[config.mk]
export PLATFORM = sky130hd
export DESIGN_NAME = hypercorex_inst_loop_ctrl
export DESIGN_NICKNAME = d
export VERILOG_FILES = /design/src/rtl/hypercorex_inst_loop_ctrl.sv
export SDC_FILE = /design/constraint.sdc
export NUM_CORES = 1
export LEC_CHECK = 0
export ABC_AREA = 1
export CAP_MARGIN = 30
export CORE_ASPECT_RATIO = 0.7
export CORE_UTILIZATION = 50
export CTS_BUF_LIST = sky130_fd_sc_hd__clkbuf_2 sky130_fd_sc_hd__clkbuf_4 sky130_fd_sc_hd__clkbuf_8
export CTS_CLUSTER_SIZE = 30
export DETAILED_ROUTE_END_ITERATION = 10
export PLACE_DENSITY = 0.82
export SLEW_MARGIN = 25
export SYNTH_ARGS = -nofsm -noshare
export SYNTH_HDL_FRONTEND = slang
export SYNTH_SLANG_ARGS = --single-unit
export TNS_END_PERCENT = 100
[constraint.sdc]
create_clock -name clk_i -period 4.6 [get_ports clk_i]
set_input_delay 0.92 -clock clk_i [delete_from_list [all_inputs] [get_ports clk_i]]
set_output_delay 0.92 -clock clk_i [all_outputs]
set_load 0.01 [all_outputs]
[src/rtl/hypercorex_inst_loop_ctrl.sv]
// Instruction-address sequencer for Hypercorex: steps the program counter from 0 to the
// programmed end address. Up to NumLoops nested hardware loops are resolved without bubbles.
module hypercorex_inst_loop_ctrl #(
    parameter int unsigned InstMemDepth = 1024,
    parameter int unsigned NumLoops     = 3,
    parameter int unsigned LoopCntWidth = 10,
    parameter int unsigned AddrWidth    = $clog2(InstMemDepth),
    parameter int unsigned LoopSelWidth = $clog2(NumLoops + 1)
) (
    input  logic                             clk_i,
    input  logic                             rst_ni,
    input  logic                             start_i,
    input  logic                             stop_i,
    input  logic [LoopSelWidth-1:0]          num_loops_i,
    input  logic [AddrWidth-1:0]             prog_end_addr_i,
    input  logic [NumLoops*AddrWidth-1:0]    loop_jump_addr_i,
    input  logic [NumLoops*AddrWidth-1:0]    loop_end_addr_i,
    input  logic [NumLoops*LoopCntWidth-1:0] loop_count_i,
    output logic [AddrWidth-1:0]             inst_addr_o,
    output logic                             inst_valid_o,
    input  logic                             inst_ready_i,
    output logic                             busy_o,
    output logic                             done_o,
    output logic [NumLoops*LoopCntWidth-1:0] loop_cnt_o
);

    typedef enum logic {
        IDLE = 1'b0,
        RUN  = 1'b1
    } state_t;

    state_t                 state_reg;
    logic [AddrWidth-1:0]   pc_reg;
    logic                   done_reg;

    logic                   running;
    logic                   accept;
    logic                   any_jump;
    logic                   at_prog_end;
    logic                   finish;
    logic [AddrWidth-1:0]   pc_incr;
    logic [AddrWidth-1:0]   pc_next;
    logic [AddrWidth-1:0]   jump_target;

    logic [NumLoops-1:0]    slot_at_end;
    logic [NumLoops-1:0]    slot_can_jump;
    logic [NumLoops-1:0]    jump_sel;
    logic [NumLoops-1:0]    clear_sel;
    logic [NumLoops:0]      lower_jump;
    logic [NumLoops-1:0][AddrWidth-1:0] jump_masked;

    assign running = (state_reg == RUN);
    assign accept  = running && inst_ready_i;

    // lower_jump[i] is set when some slot below i can take its jump; the innermost wins.
    always_comb begin
        lower_jump = '0;
        for (int i = 0; i < int'(NumLoops); i++) begin
            lower_jump[i+1] = lower_jump[i] | slot_can_jump[i];
        end
    end

    genvar gi;
    generate
        for (gi = 0; gi < int'(NumLoops); gi++) begin : g_slot
            logic [AddrWidth-1:0]    jump_addr;
            logic [AddrWidth-1:0]    end_addr;
            logic [LoopCntWidth-1:0] count_cfg;
            logic [LoopCntWidth-1:0] cnt_last;
            logic [LoopCntWidth-1:0] cnt_reg;
            logic                    slot_active;

            assign jump_addr   = loop_jump_addr_i[gi*AddrWidth +: AddrWidth];
            assign end_addr    = loop_end_addr_i[gi*AddrWidth +: AddrWidth];
            assign count_cfg   = loop_count_i[gi*LoopCntWidth +: LoopCntWidth];
            // A programmed count of 0 behaves like 1: the body runs once and never jumps back.
            assign cnt_last    = (count_cfg == '0) ? '0 : count_cfg - LoopCntWidth'(1);
            assign slot_active = (LoopSelWidth'(gi) < num_loops_i);

            assign slot_at_end[gi]   = slot_active && (pc_reg == end_addr);
            assign slot_can_jump[gi] = slot_at_end[gi] && (cnt_reg < cnt_last);
            assign jump_sel[gi]      = slot_can_jump[gi] && !lower_jump[gi];
            // Slots that end here but lie below the jumping slot (or all, if none jumps) restart.
            assign clear_sel[gi]     = slot_at_end[gi] && !lower_jump[gi+1];
            assign jump_masked[gi]   = jump_sel[gi] ? jump_addr : '0;

            assign loop_cnt_o[gi*LoopCntWidth +: LoopCntWidth] = cnt_reg;

            always_ff @(posedge clk_i or negedge rst_ni) begin
                if (!rst_ni) begin
                    cnt_reg <= '0;
                end else if (!running) begin
                    if (start_i) begin
                        cnt_reg <= '0;
                    end
                end else if (stop_i) begin
                    cnt_reg <= '0;
                end else if (accept) begin
                    if (finish || clear_sel[gi]) begin
                        cnt_reg <= '0;
                    end else if (jump_sel[gi]) begin
                        cnt_reg <= cnt_reg + LoopCntWidth'(1);
                    end
                end
            end
        end
    endgenerate

    // jump_sel is one-hot or empty, so an OR of the masked targets selects the winner.
    always_comb begin
        jump_target = '0;
        for (int i = 0; i < int'(NumLoops); i++) begin
            jump_target = jump_target | jump_masked[i];
        end
    end

    assign any_jump    = lower_jump[NumLoops];
    assign at_prog_end = (pc_reg == prog_end_addr_i);
    assign finish      = !any_jump && at_prog_end;
    assign pc_incr     = (pc_reg == AddrWidth'(InstMemDepth - 1)) ? '0 : pc_reg + AddrWidth'(1);
    assign pc_next     = any_jump ? jump_target : pc_incr;

    always_ff @(posedge clk_i or negedge rst_ni) begin
        if (!rst_ni) begin
            state_reg <= IDLE;
            pc_reg    <= '0;
            done_reg  <= 1'b0;
        end else begin
            done_reg <= 1'b0;
            case (state_reg)
                IDLE: begin
                    if (start_i) begin
                        state_reg <= RUN;
                        pc_reg    <= '0;
                    end
                end
                RUN: begin
                    // Stop wins over a same-cycle accept: the handshake completes, pc stays put.
                    if (stop_i) begin
                        state_reg <= IDLE;
                    end else if (inst_ready_i) begin
                        if (finish) begin
                            state_reg <= IDLE;
                            done_reg  <= 1'b1;
                        end else begin
                            pc_reg <= pc_next;
                        end
                    end
                end
                default: state_reg <= IDLE;
            endcase
        end
    end

    assign inst_addr_o  = pc_reg;
    assign inst_valid_o = running;
    assign busy_o       = running;
    assign done_o       = done_reg;

endmodule

==> results of run 1 <==
==> cells in the mapped netlist (3+ instances only) <==
master | instances | area [µm²]
nor2_1 | 95 | 357
nand3_1 | 80 | 400
inv_2 | 22 | 82.6
nor4_1 | 3 | 18.8
dfrtp_1 | 42 | 1050
nand2_1 | 257 | 965
o21ai_1 | 22 | 110
and2_1 | 4 | 25.0
or2_2 | 3 | 18.8
xor2_1 | 23 | 201
o21ai_0 | 26 | 130
nor3_1 | 13 | 65.1
a21o_1 | 3 | 22.5
a21oi_1 | 19 | 95.1
inv_1 | 114 | 428
nand4_1 | 68 | 425
buf_2 | 10 | 50.1
nor3b_1 | 3 | 22.5
nand3b_1 | 5 | 37.5
nand2_2 | 12 | 75.1
buf_4 | 8 | 60.1
buf_6 | 3 | 33.8
clkbuf_1 | 5 | 18.8
ha_1 | 37 | 463
xnor2_1 | 17 | 149
nor2_2 | 11 | 68.8
==> logic make-up after synthesis <==
kind of cell,after synthesis,share of synthesized area (%)
AO/OA/AOI/OAI,81,7.93
XOR/XNOR,40,6.27
adder cells (fa/ha/maj),37,8.29
buffers and inverters,163,12.1
flip-flops,42,18.8
AND/OR/NAND/NOR,566,46.6
==> worst max-delay path by stage <==
stage                                 to  cells after the start            start
after floorplan           inst_addr_o[8]                     21  loop_count_i[1]
after global placement    inst_addr_o[6]                     20  loop_count_i[2]
after detailed placement  inst_addr_o[1]                     20  loop_count_i[2]
after CTS                 inst_addr_o[1]                     20  loop_count_i[2]
after global routing      inst_addr_o[0]                     22  loop_count_i[2]
final                     inst_addr_o[2]                     22  loop_count_i[2]
==> metal layers <==
layer	vias to the layer above	wire [µm]
li1	3306	-
met1	2964	8100
met2	267	7450
met3	20	1270
met4	0	189
met5	-	0
==> cell type report <==
| type | count | area [µm²] | area share, % |
|---|---|---|---|
| Clock buffer | 5 | 68.8 | 0.942 |
| Clock inverter | 3 | 43.8 | 0.600 |
| Timing Repair Buffer | 159 | 1580 | 21.7 |
| Inverter | 136 | 510 | 6.99 |
| Tap cell | 148 | 185 | 2.54 |
| Sequential cell | 42 | 1050 | 14.4 |
| Multi-Input combinational cell | 724 | 3860 | 52.9 |
==> worst max-delay path: stages <==
cell	delay, ns
clkdlybuf4s50_1	0.45
nor2_1	0.13
nand2_1	0.09
nor3_1	0.25
nand3_1	0.14
nor2_1	0.11
inv_1	0.06
nor2_1	0.11
nor2_1	0.06
nand3b_1	0.16
ha_1	0.32
nand4_1	0.13
a21oi_1	0.17
nor2_1	0.11
nand3_1	0.16
nand2_1	0.08
inv_2	0.17
nand2_2	0.20
inv_2	0.20
o21ai_0	0.12
nand3_1	0.10
nand2_1	0.05
==> power groups by stage <==
stage / combinational [mW] / sequential [mW] / clock (mW)
finish: 0.534 / 0.445 / 0.315
detailed placement: 0.525 / 0.450 / 0
CTS: 0.528 / 0.443 / 0.317
global placement: 0.513 / 0.451 / 0
floorplan: 0.305 / 0.436 / 0
global route: 0.601 / 0.449 / 0.327
==> repair_timing <==
action                                  4_1_cts  5_1_grt
endpoints found under the hold margin         0        0
setup buffers                                 0        0
endpoints found under the setup margin        0        1
resized for setup                             0        1
==> through the flow <==
step | area (µm²) | utilization (%) | hold slack, ns | setup slack [ns] | instances
6_report | 7300 | 69.0 | 0.591 | 0.524 | 1217
5_1_grt | 7300 | 69.0 | 0.605 | 0.124 | 1217
4_1_cts | 7300 | 68.9 | 0.585 | 0.435 | 1217
3_5_place_dp | 7190 | 67.9 | 0.564 | 0.118 | 1209
3_3_place_gp | 7160 | 67.6 | 0.536 | 0.320 | 1208
2_1_floorplan | 5590 | - | 0.554 | 1.28 | 929
==> impl_metrics.py, run 1 <==
metrics = {
    "pwr": {
        "swShare_pct": 38.5,
        "p_total_mw": 1.29,
        "clock_power_share_pct": 24.4,
        "seqPwrFrac_pct": 34.4,
        "vdd_drop_max_mv": 0.139,
        "internal-power_mw": 0.796,
        "comb_power_share_pct": 41.3,
        "cellPowerDensity_mw_per_mm2": 177,
        "p_switching_mw": 0.498,
        "cellLeakagePower_nw": 3.60,
    },
    "sta": {
        "tightestPinTransition_ns": 0.622,
        "clock_skew_ns": 0.00664,
        "finalCritPeriodShare_pct": 88.6,
        "setup_viol": 0,
        "hold_viol": 0,
        "max-slew-margin-rel_pct": 58.5,
        "rsz0062_at_grt": "no",
        "setup_tns_ns": 0,
        "fmax_ghz": 0.245,
        "finalCriticalPeriod_ns": 4.08,
        "report.final.slew_viol_count": 0,
    },
    "logic_synthesis": {
        "synth_edf_count": 0,
        "seq_area_frac_synth_pct": 18.8,
        "yosysUniqueCellTypes": 45,
        "ys_ff_latch": 42,
        "ys_async_sr_fraction_pct": 100,
        "yosysWarnings": 0,
        "avgSynthCellArea_um2": 6.01,
        "synthCells": 929,
        "synth_ff_type": "dfrtp_1",
        "syn-num-nets": 1073,
        "synth.cell_area_mm2": 0.00559,
    },
    "cells_and_area": {
        "final_nets": 1212,
        "final_common_cell": "nand2_1",
        "fillers": 972,
        "syn_to_final_growth_pct": 30.7,
        "largest_reg_flops": 30,
        "drive_above_1_share_pct": 7.20,
        "layout.cells.most_common_list": "257 x nand2_1, 148 x clkdlybuf4s50_1, 114 x inv_1, 95 x nor2_1, 79 x nand3_1",
        "antenna_cells": 0,
    },
    "critical_path": {
        "criticalPathCategory": "primary input to flip-flop",
        "r2r_end": "inst_addr_o[2]",
        "required_ns": 4.80,
        "crit_path_end_kind": "flip-flop",
        "crit_path_max_fanout": 11,
        "critPathArrivalTime_ns": 4.28,
        "reg2reg_from": "g_slot[1].cnt_reg[9]",
        "r2r_slack_ns": 2.03,
        "crit_path_start_kind": "primary input",
        "r2r_cells": 14,
    },
    "grt": {
        "grt_use_met1_pct": 42.8,
        "first_global_vias": 6111,
        "overflow": 0,
        "grt_max_degree": 28,
        "use_met3_pct": 4.68,
        "met2_usage_pct": 48.7,
        "grt_antenna_before_repair": 0,
        "busiest_layer": "met2",
        "grt.total_usage_pct": 30.2,
        "grt_pass1_wl_um": 28600,
    },
    "worst_hold_path": {
        "hold_class": "flip-flop to flip-flop",
        "hold-path-cell-count": 2,
        "holdPathEnd": "g_slot[2].cnt_reg[4]",
        "worstHoldStart": "g_slot[2].cnt_reg[4]",
    },
    "die": {
        "core-area_mm2": 0.0106,
        "die-area_mm2": 0.0116,
        "initial_core_util_pct": 52.8,
        "ioPinCount": 150,
        "die_y_um": 90.4,
        "num_rows": 31,
        "fp.dieW_um": 128,
    },
    "clocking": {
        "cts_hold_buf": 0,
        "cts_tree": "yes",
        "cts.sinks": 42,
        "htreeDepth": 2,
        "clk_latency_ns": 0.31,
        "numCtsBuffers": 5,
        "clk_pin_slew_worst_paths_ns": 0.09,
        "ctsLongestPathBuffers": 2,
        "root_buffer": "clkbuf_8",
    },
    "route": {
        "wl_um": 17000,
        "drt-initial-drc-count": 593,
        "drc": 0,
        "wl_per_cell_um": 14.0,
        "antenna_left": 0,
        "dr_total_vias": 6557,
        "firstDrtPassIters": 5,
        "viasPerCell": 5.39,
    },
    "flow_run": {
        "maxCapViolations": 0,
    },
    "placed_design": {
        "gp_congestion": 0.965,
        "io_buffers": 149,
        "dp_hpwl_um": 13600,
    },
    "run_status": {
        "status": "completed",
    },
}
Note: power is estimated with default switching activity, not from simulation.
==> inputs of run 2 (changes only) <==
--- a/config.mk
+++ b/config.mk
@@ -10,7 +10,6 @@
 export CORE_ASPECT_RATIO = 0.7
 export CORE_UTILIZATION = 50
 export CTS_BUF_LIST = sky130_fd_sc_hd__clkbuf_2 sky130_fd_sc_hd__clkbuf_4 sky130_fd_sc_hd__clkbuf_8
-export CTS_CLUSTER_SIZE = 30
 export DETAILED_ROUTE_END_ITERATION = 10
 export PLACE_DENSITY = 0.82
 export SLEW_MARGIN = 25
==> results of run 2 <==
The final DEF is identical to that of run 1; final timing and power are the same.
